--- src/rtl/udma_hyper_cs_pkg.sv ---
// Shared types and constants for the HyperBus chip-select burst timer.
package udma_hyper_cs_pkg;

  typedef enum logic [1:0] {
    StIdle,
    StIssue,
    StWaitDone,
    StRecover
  } cs_state_e;

  // Fixed command/address cycles spent with CS low before any latency or data.
  localparam int unsigned CMD_OVERHEAD = 3;

  // Width of the saturating statistics counters.
  localparam int unsigned SAT_W = 16;

endpackage

--- src/rtl/udma_hyper_chunk_calc.sv ---
// Combinational burst sizing: CS-low overhead, clamp/saturate of the word budget,
// and min(remaining, budget).
module udma_hyper_chunk_calc
  import udma_hyper_cs_pkg::*;
#(
  parameter int unsigned TRANS_SIZE = 16
) (
  input  logic [31:0]           cs_max_i,
  input  logic [4:0]            lat_i,
  input  logic                  add_i,
  input  logic [TRANS_SIZE-1:0] remaining_i,
  output logic [TRANS_SIZE-1:0] chunk_o,
  output logic                  last_o
);

  localparam logic signed [32:0] SatMax = 33'((64'd1 << TRANS_SIZE) - 64'd1);

  logic [6:0]            overhead;
  logic signed [32:0]    max_s;
  logic [TRANS_SIZE-1:0] max_words;

  always_comb begin
    overhead = 7'(CMD_OVERHEAD) + (add_i ? {1'b0, lat_i, 1'b0} : {2'b00, lat_i});
    max_s    = $signed({1'b0, cs_max_i}) - $signed({26'd0, overhead});
    // Budget of zero or less still moves one word so the transaction makes progress.
    if (max_s <= 33'sd0) begin
      max_words = TRANS_SIZE'(1);
    end else if (max_s > SatMax) begin
      max_words = '1;
    end else begin
      max_words = max_s[TRANS_SIZE-1:0];
    end
    chunk_o = (remaining_i < max_words) ? remaining_i : max_words;
    last_o  = (chunk_o == remaining_i);
  end

endmodule

--- src/rtl/udma_hyper_cs_timer.sv ---
// Splits HyperBus transactions into CS-limited bursts paced by recovery cycles.
// Optional statistics counters are built when UDMA_HYPER_CS_STATS_EN is defined.
module udma_hyper_cs_timer
  import udma_hyper_cs_pkg::*;
#(
  parameter int unsigned ADDR_W     = 32,
  parameter int unsigned TRANS_SIZE = 16
) (
  input  logic                  clk_i,
  input  logic                  rst_ni,
  input  logic [31:0]           cfg_t_cs_max_i,
  input  logic [31:0]           cfg_t_read_write_recovery_i,
  input  logic [4:0]            cfg_t_latency_access_i,
  input  logic                  cfg_en_latency_additional_i,
  input  logic                  trans_valid_i,
  output logic                  trans_ready_o,
  input  logic [ADDR_W-1:0]     trans_addr_i,
  input  logic [TRANS_SIZE-1:0] trans_size_i,
  input  logic                  trans_rwn_i,
  output logic                  burst_valid_o,
  input  logic                  burst_ready_i,
  output logic [ADDR_W-1:0]     burst_addr_o,
  output logic [TRANS_SIZE-1:0] burst_len_o,
  output logic                  burst_rwn_o,
  output logic                  burst_last_o,
  input  logic                  burst_done_i,
  output logic                  busy_o,
  output logic                  size_err_o,
  output logic [SAT_W-1:0]      stat_bursts_o,
  output logic [SAT_W-1:0]      stat_splits_o
);

  cs_state_e             state_q, state_d;
  logic [ADDR_W-1:0]     addr_q, addr_d;
  logic [TRANS_SIZE-1:0] remaining_q, remaining_d;
  logic                  rwn_q, rwn_d;
  logic [31:0]           cs_max_q, cs_max_d;
  logic [31:0]           rec_q, rec_d;
  logic [31:0]           rec_cnt_q, rec_cnt_d;
  logic [4:0]            lat_q, lat_d;
  logic                  add_q, add_d;
  logic                  size_err_q, size_err_d;
  logic                  first_q, first_d;

  logic [TRANS_SIZE-1:0] chunk;
  logic                  last;
  logic                  burst_hs;

  udma_hyper_chunk_calc #(
    .TRANS_SIZE (TRANS_SIZE)
  ) u_chunk_calc (
    .cs_max_i    (cs_max_q),
    .lat_i       (lat_q),
    .add_i       (add_q),
    .remaining_i (remaining_q),
    .chunk_o     (chunk),
    .last_o      (last)
  );

  assign burst_hs = (state_q == StIssue) && burst_ready_i;

  always_comb begin
    state_d     = state_q;
    addr_d      = addr_q;
    remaining_d = remaining_q;
    rwn_d       = rwn_q;
    cs_max_d    = cs_max_q;
    rec_d       = rec_q;
    rec_cnt_d   = rec_cnt_q;
    lat_d       = lat_q;
    add_d       = add_q;
    size_err_d  = 1'b0;
    first_d     = first_q;
    unique case (state_q)
      StIdle: begin
        if (trans_valid_i) begin
          addr_d      = trans_addr_i;
          remaining_d = trans_size_i;
          rwn_d       = trans_rwn_i;
          cs_max_d    = cfg_t_cs_max_i;
          rec_d       = cfg_t_read_write_recovery_i;
          lat_d       = cfg_t_latency_access_i;
          add_d       = cfg_en_latency_additional_i;
          first_d     = 1'b1;
          if (trans_size_i == '0) begin
            size_err_d = 1'b1;
          end else begin
            state_d = StIssue;
          end
        end
      end
      StIssue: begin
        if (burst_ready_i) begin
          addr_d      = addr_q + ADDR_W'({chunk, 1'b0});
          remaining_d = remaining_q - chunk;
          first_d     = 1'b0;
          state_d     = StWaitDone;
        end
      end
      StWaitDone: begin
        if (burst_done_i) begin
          if (rec_q != '0) begin
            rec_cnt_d = rec_q - 32'd1;
            state_d   = StRecover;
          end else begin
            state_d = (remaining_q != '0) ? StIssue : StIdle;
          end
        end
      end
      StRecover: begin
        if (rec_cnt_q == '0) begin
          state_d = (remaining_q != '0) ? StIssue : StIdle;
        end else begin
          rec_cnt_d = rec_cnt_q - 32'd1;
        end
      end
      default: state_d = StIdle;
    endcase
  end

  always_ff @(posedge clk_i or negedge rst_ni) begin
    if (!rst_ni) begin
      state_q     <= StIdle;
      addr_q      <= '0;
      remaining_q <= '0;
      rwn_q       <= 1'b0;
      cs_max_q    <= '0;
      rec_q       <= '0;
      rec_cnt_q   <= '0;
      lat_q       <= '0;
      add_q       <= 1'b0;
      size_err_q  <= 1'b0;
      first_q     <= 1'b0;
    end else begin
      state_q     <= state_d;
      addr_q      <= addr_d;
      remaining_q <= remaining_d;
      rwn_q       <= rwn_d;
      cs_max_q    <= cs_max_d;
      rec_q       <= rec_d;
      rec_cnt_q   <= rec_cnt_d;
      lat_q       <= lat_d;
      add_q       <= add_d;
      size_err_q  <= size_err_d;
      first_q     <= first_d;
    end
  end

  assign trans_ready_o = (state_q == StIdle);
  assign busy_o        = (state_q != StIdle);
  assign burst_valid_o = (state_q == StIssue);
  assign burst_addr_o  = addr_q;
  assign burst_rwn_o   = rwn_q;
  // Gated so idle outputs read zero even though chunk/last follow cleared registers.
  assign burst_len_o   = burst_valid_o ? chunk : '0;
  assign burst_last_o  = burst_valid_o & last;
  assign size_err_o    = size_err_q;

`ifdef UDMA_HYPER_CS_STATS_EN
  logic [SAT_W-1:0] bursts_q, splits_q;

  always_ff @(posedge clk_i or negedge rst_ni) begin
    if (!rst_ni) begin
      bursts_q <= '0;
      splits_q <= '0;
    end else begin
      if (burst_hs && (bursts_q != '1)) begin
        bursts_q <= bursts_q + SAT_W'(1);
      end
      if (burst_hs && first_q && !last && (splits_q != '1)) begin
        splits_q <= splits_q + SAT_W'(1);
      end
    end
  end

  assign stat_bursts_o = bursts_q;
  assign stat_splits_o = splits_q;
`else
  logic unused_stats;
  assign unused_stats  = burst_hs ^ first_q;
  assign stat_bursts_o = '0;
  assign stat_splits_o = '0;
`endif

endmodule
--- config.mk ---
export PLATFORM = sky130hd
export DESIGN_NAME = udma_hyper_cs_timer
export DESIGN_NICKNAME = d
export VERILOG_FILES = /design/src/rtl/udma_hyper_cs_pkg.sv /design/src/rtl/udma_hyper_chunk_calc.sv /design/src/rtl/udma_hyper_cs_timer.sv
export SDC_FILE = /design/constraint.sdc
export NUM_CORES = 1
export LEC_CHECK = 0
export ABC_AREA = 1
export BUFFER_PORTS_ARGS = -buffer_cell sky130_fd_sc_hd__buf_2
export CORE_MARGIN = 5
export CORE_UTILIZATION = 57
export DETAILED_ROUTE_END_ITERATION = 10
export PLACE_DENSITY_LB_ADDON = 0.1
export SLEW_MARGIN = 20
export SYNTH_ARGS = -nofsm -noshare
export SYNTH_HDL_FRONTEND = slang
export SYNTH_SLANG_ARGS = --single-unit
--- constraint.sdc ---
create_clock -name clk_i -period 7.8 [get_ports clk_i]
set_input_delay 1.56 -clock clk_i [delete_from_list [all_inputs] [get_ports clk_i]]
set_output_delay 1.56 -clock clk_i [all_outputs]
set_load 0.01 [all_outputs]
==> flow_summary.yaml <==
global_route:
  antenna_found_initial: 1
  grt_first_pass_wirelength_microns: 55100
  grt_max_degree: 135
  grt_pass1_vias: 11400
  grt_overflow: 0
  grtUsageTotal: 0.281
place:
  dpl.hpwl_microns: 25200
  dp_cells: 2178
  gp_congestion: 0.963
  portBuffers: 177
  dpl_cell_area_sq_um: 13300
sta:
  setup_violations: 0
  relSlewSlack: 0.384
  rsz0062_at_grt: "yes"
  period_minus_slack_ns: 7.72
  fin_crit_sh: 0.990
  clock_skew_ns: 0.0139
  finalHoldViolCount: 0
  tightest_slew_ns: 0.924
  fmax_mhz: 129
  finalMaxSlewViolations: 0
  fin_setup_tns_ns: 0
job:
  cap_violations: 0
floorplan:
  rows: 52
  core-area_sq_um: 20200
  die_area_sq_um: 23500
  die_w_microns: 153
  die_h_microns: 153
  io_pins: 210
  start_util: 0.579
logic_synthesis:
  synth-seq-cells: 154
  syn_avg_cell_area_sq_um: 6.88
  yosysWarnings: 0
  yosysMostFrequentCell: "nand2_1"
  synth_area_leaders: "dfrtp_1, nand2_1, o21ai_0"
  synth.distinct_cells: 51
  synth-edff-count: 0
  ys_seq_area_frac: 0.329
  synth_top_cell_by_area: "dfrtp_1"
  synthArstFlopShare: 1.00
  synth_flop_cell: "dfrtp_1"
  synthTopCellsByCount: "nand2_1, o21ai_0, inv_1, nor2_1, dfrtp_1"
  netlist_instances: 1701
  synth_top_area_share: 0.329
  synth_area_sq_um: 11700
worst_hold_path:
  min_path_type: "reg2reg"
finish:
  post_layout_nonfiller_instances: 2250
  drive_above_1_share: 0.274
  multi_input_area_sq_um: 7320
  fillers: 1664
  area_growth_pct: 26.8
  finish.utilization: 0.733
  stdcell_area_sq_um: 14800
  register_area_sq_um: 3850
  layout.nets: 2150
drt:
  route.detailed.drc: 0
  wl_per_cell_microns: 15.8
  wl_microns: 35500
  routed_via_density: 5.46
  first_iter_violations: 1113
  final_antenna_net_count: 0
  firstDrtPassIters: 6
  vias: 12300
clocking:
  cts_root_buffer: "clkbuf_16"
  clkTransAtPathRegs_ns: 0.07
  worstSkewPairLatency_ns: 0.43
  htreeDepth: 4
  cts.hold.buffers_added: 0
  cts_buffer_depth: 2
  numCtsBuffers: 17
  cts.sinks: 154
  cts_tree: "done"
status:
  status: "finished clean"
worst_setup_path:
  arrival_ns: 6.16
  max_stage_delay_ns: 0.44
  required_ns: 6.24
  cp_slowest_cell: "dfrtp_2"
  cp-end-kind: "output pin"
  start_kind: "register"
  path_class: "reg2out"
  worstPathMaxFanout: 7
  critical_path.most_common_cell: "inv_2"
power_and_ir_drop:
  power_density_nw_per_um2: 145
  p_leak_uw: 0.00716
  peakVddDrop_mv: 0.153
[per-layer routing]
metal	GRT usage	up-vias	routed length, microns
li1	-	5998	-
met1	0.386	5665	15300
met2	0.463	540	16800
met3	0.0433	73	2600
met4	0.0844	0	791
met5	0	-	0
[cell usage in the layout, fill, tap and decap left out, types with 8 or more instances in the layout]
cell and n:
ha_1 44, dfrtp_1 153, nor2_2 32, o21ai_4 14, inv_1 175, a21oi_1 60
a31oi_1 14, o21ai_2 15, xor2_1 42, nand4_1 31, clkbuf_16 18, nand2_2 37
nand2_1 386, nor2_1 168, nand2_4 13, o21ai_1 13, xnor2_1 14, nand3_1 51
buf_2 176, nor2_4 10, buf_6 8, conb_1 32, buf_4 114, inv_2 32
ha_4 10, nor4_1 20, nor3_1 12, o21ai_0 184
[worst max-delay path: cells and delay by family (launching register included)]
family / cells / cell delay (ns)
AO/OA/AOI/OAI: 4 / 0.60
adder cells (fa/ha/maj): 4 / 1.03
buffers and inverters: 12 / 1.21
flip-flops: 1 / 0.44
AND/OR/NAND/NOR: 22 / 2.43
[state kept, by name, summed over array words and instances, names as in the netlist]
| signal | cells |
|---|---|
| add_q | 1 |
| burst_addr_o | 32 |
| burst_rwn_o | 1 |
| cs_max_q | 32 |
| lat_q | 5 |
| rec_cnt_q | 32 |
| rec_q | 32 |
| remaining_q | 16 |
| size_err_o | 1 |
| state_q | 2 |
[final timing paths]
path	start	end	slack (ns)	cells after the start
max	add_q$_DFFE_PN0P_	burst_last_o	0.08	42
min	burst_addr_o[0]$_DFFE_PN0P_	burst_addr_o[0]$_DFFE_PN0P_	0.47	2
max reg2reg	add_q$_DFFE_PN0P_	burst_addr_o[29]$_DFFE_PN0P_	0.33	56
min reg2reg	burst_addr_o[0]$_DFFE_PN0P_	burst_addr_o[0]$_DFFE_PN0P_	0.47	2
max in group asynchronous	rst_ni	add_q$_DFFE_PN0P_	5.22	2
min in group asynchronous	rst_ni	rec_cnt_q[1]$_DFFE_PN0P_	1.24	1
[final cells by class]
type / instances / share of cell area
multi-input combinational: 1278 / 0.493
sequential: 154 / 0.260
timing repair buffer: 301 / 0.127
inverter: 213 / 0.0557
clock buffer: 19 / 0.0298
tap: 270 / 0.0228
clock inverter: 12 / 0.0104
timing repair inverter: 2 / 0.00101
antenna: 1 / 0.000169
[what timing repair did]
action,CTS,global route
setup buffers,2,35
resized for setup,27,147
gates cloned,1,4
pin swaps,3,60
endpoints found under the setup margin,2,17
[kinds of logic after synthesis]
| logic type | after synthesis | synth area share |
|---|---|---|
| other cells | 1 | 0.000320 |
| buf+inv | 302 | 0.111 |
| simple gates | 792 | 0.294 |
| flops | 154 | 0.329 |
| xor+xnor | 57 | 0.0426 |
| compound gates | 333 | 0.155 |
| fa+ha+maj | 59 | 0.0650 |
| mux | 3 | 0.00289 |
[per-stage QoR]
stage / setup slack, ns / hold WS (ns) / power [uW]
6_report: 0.0761 / 0.467 / 2150
5_1_grt: -0.275 / 0.516 / 2240
4_1_cts: 0.0235 / 0.469 / 2100
3_5_place_dp: 0.0178 / 0.453 / 1230
3_3_place_gp: 0.151 / 0.453 / 1220
2_1_floorplan: 0.663 / 0.448 / 1090
[where the power goes]
part | internal [uW] | total, uW | switching [uW]
clock | 490 | 873 | 383
combinational | 164 | 399 | 235
sequential | 833 | 873 | 39.5
Note: power is estimated with default switching activity, not from simulation.
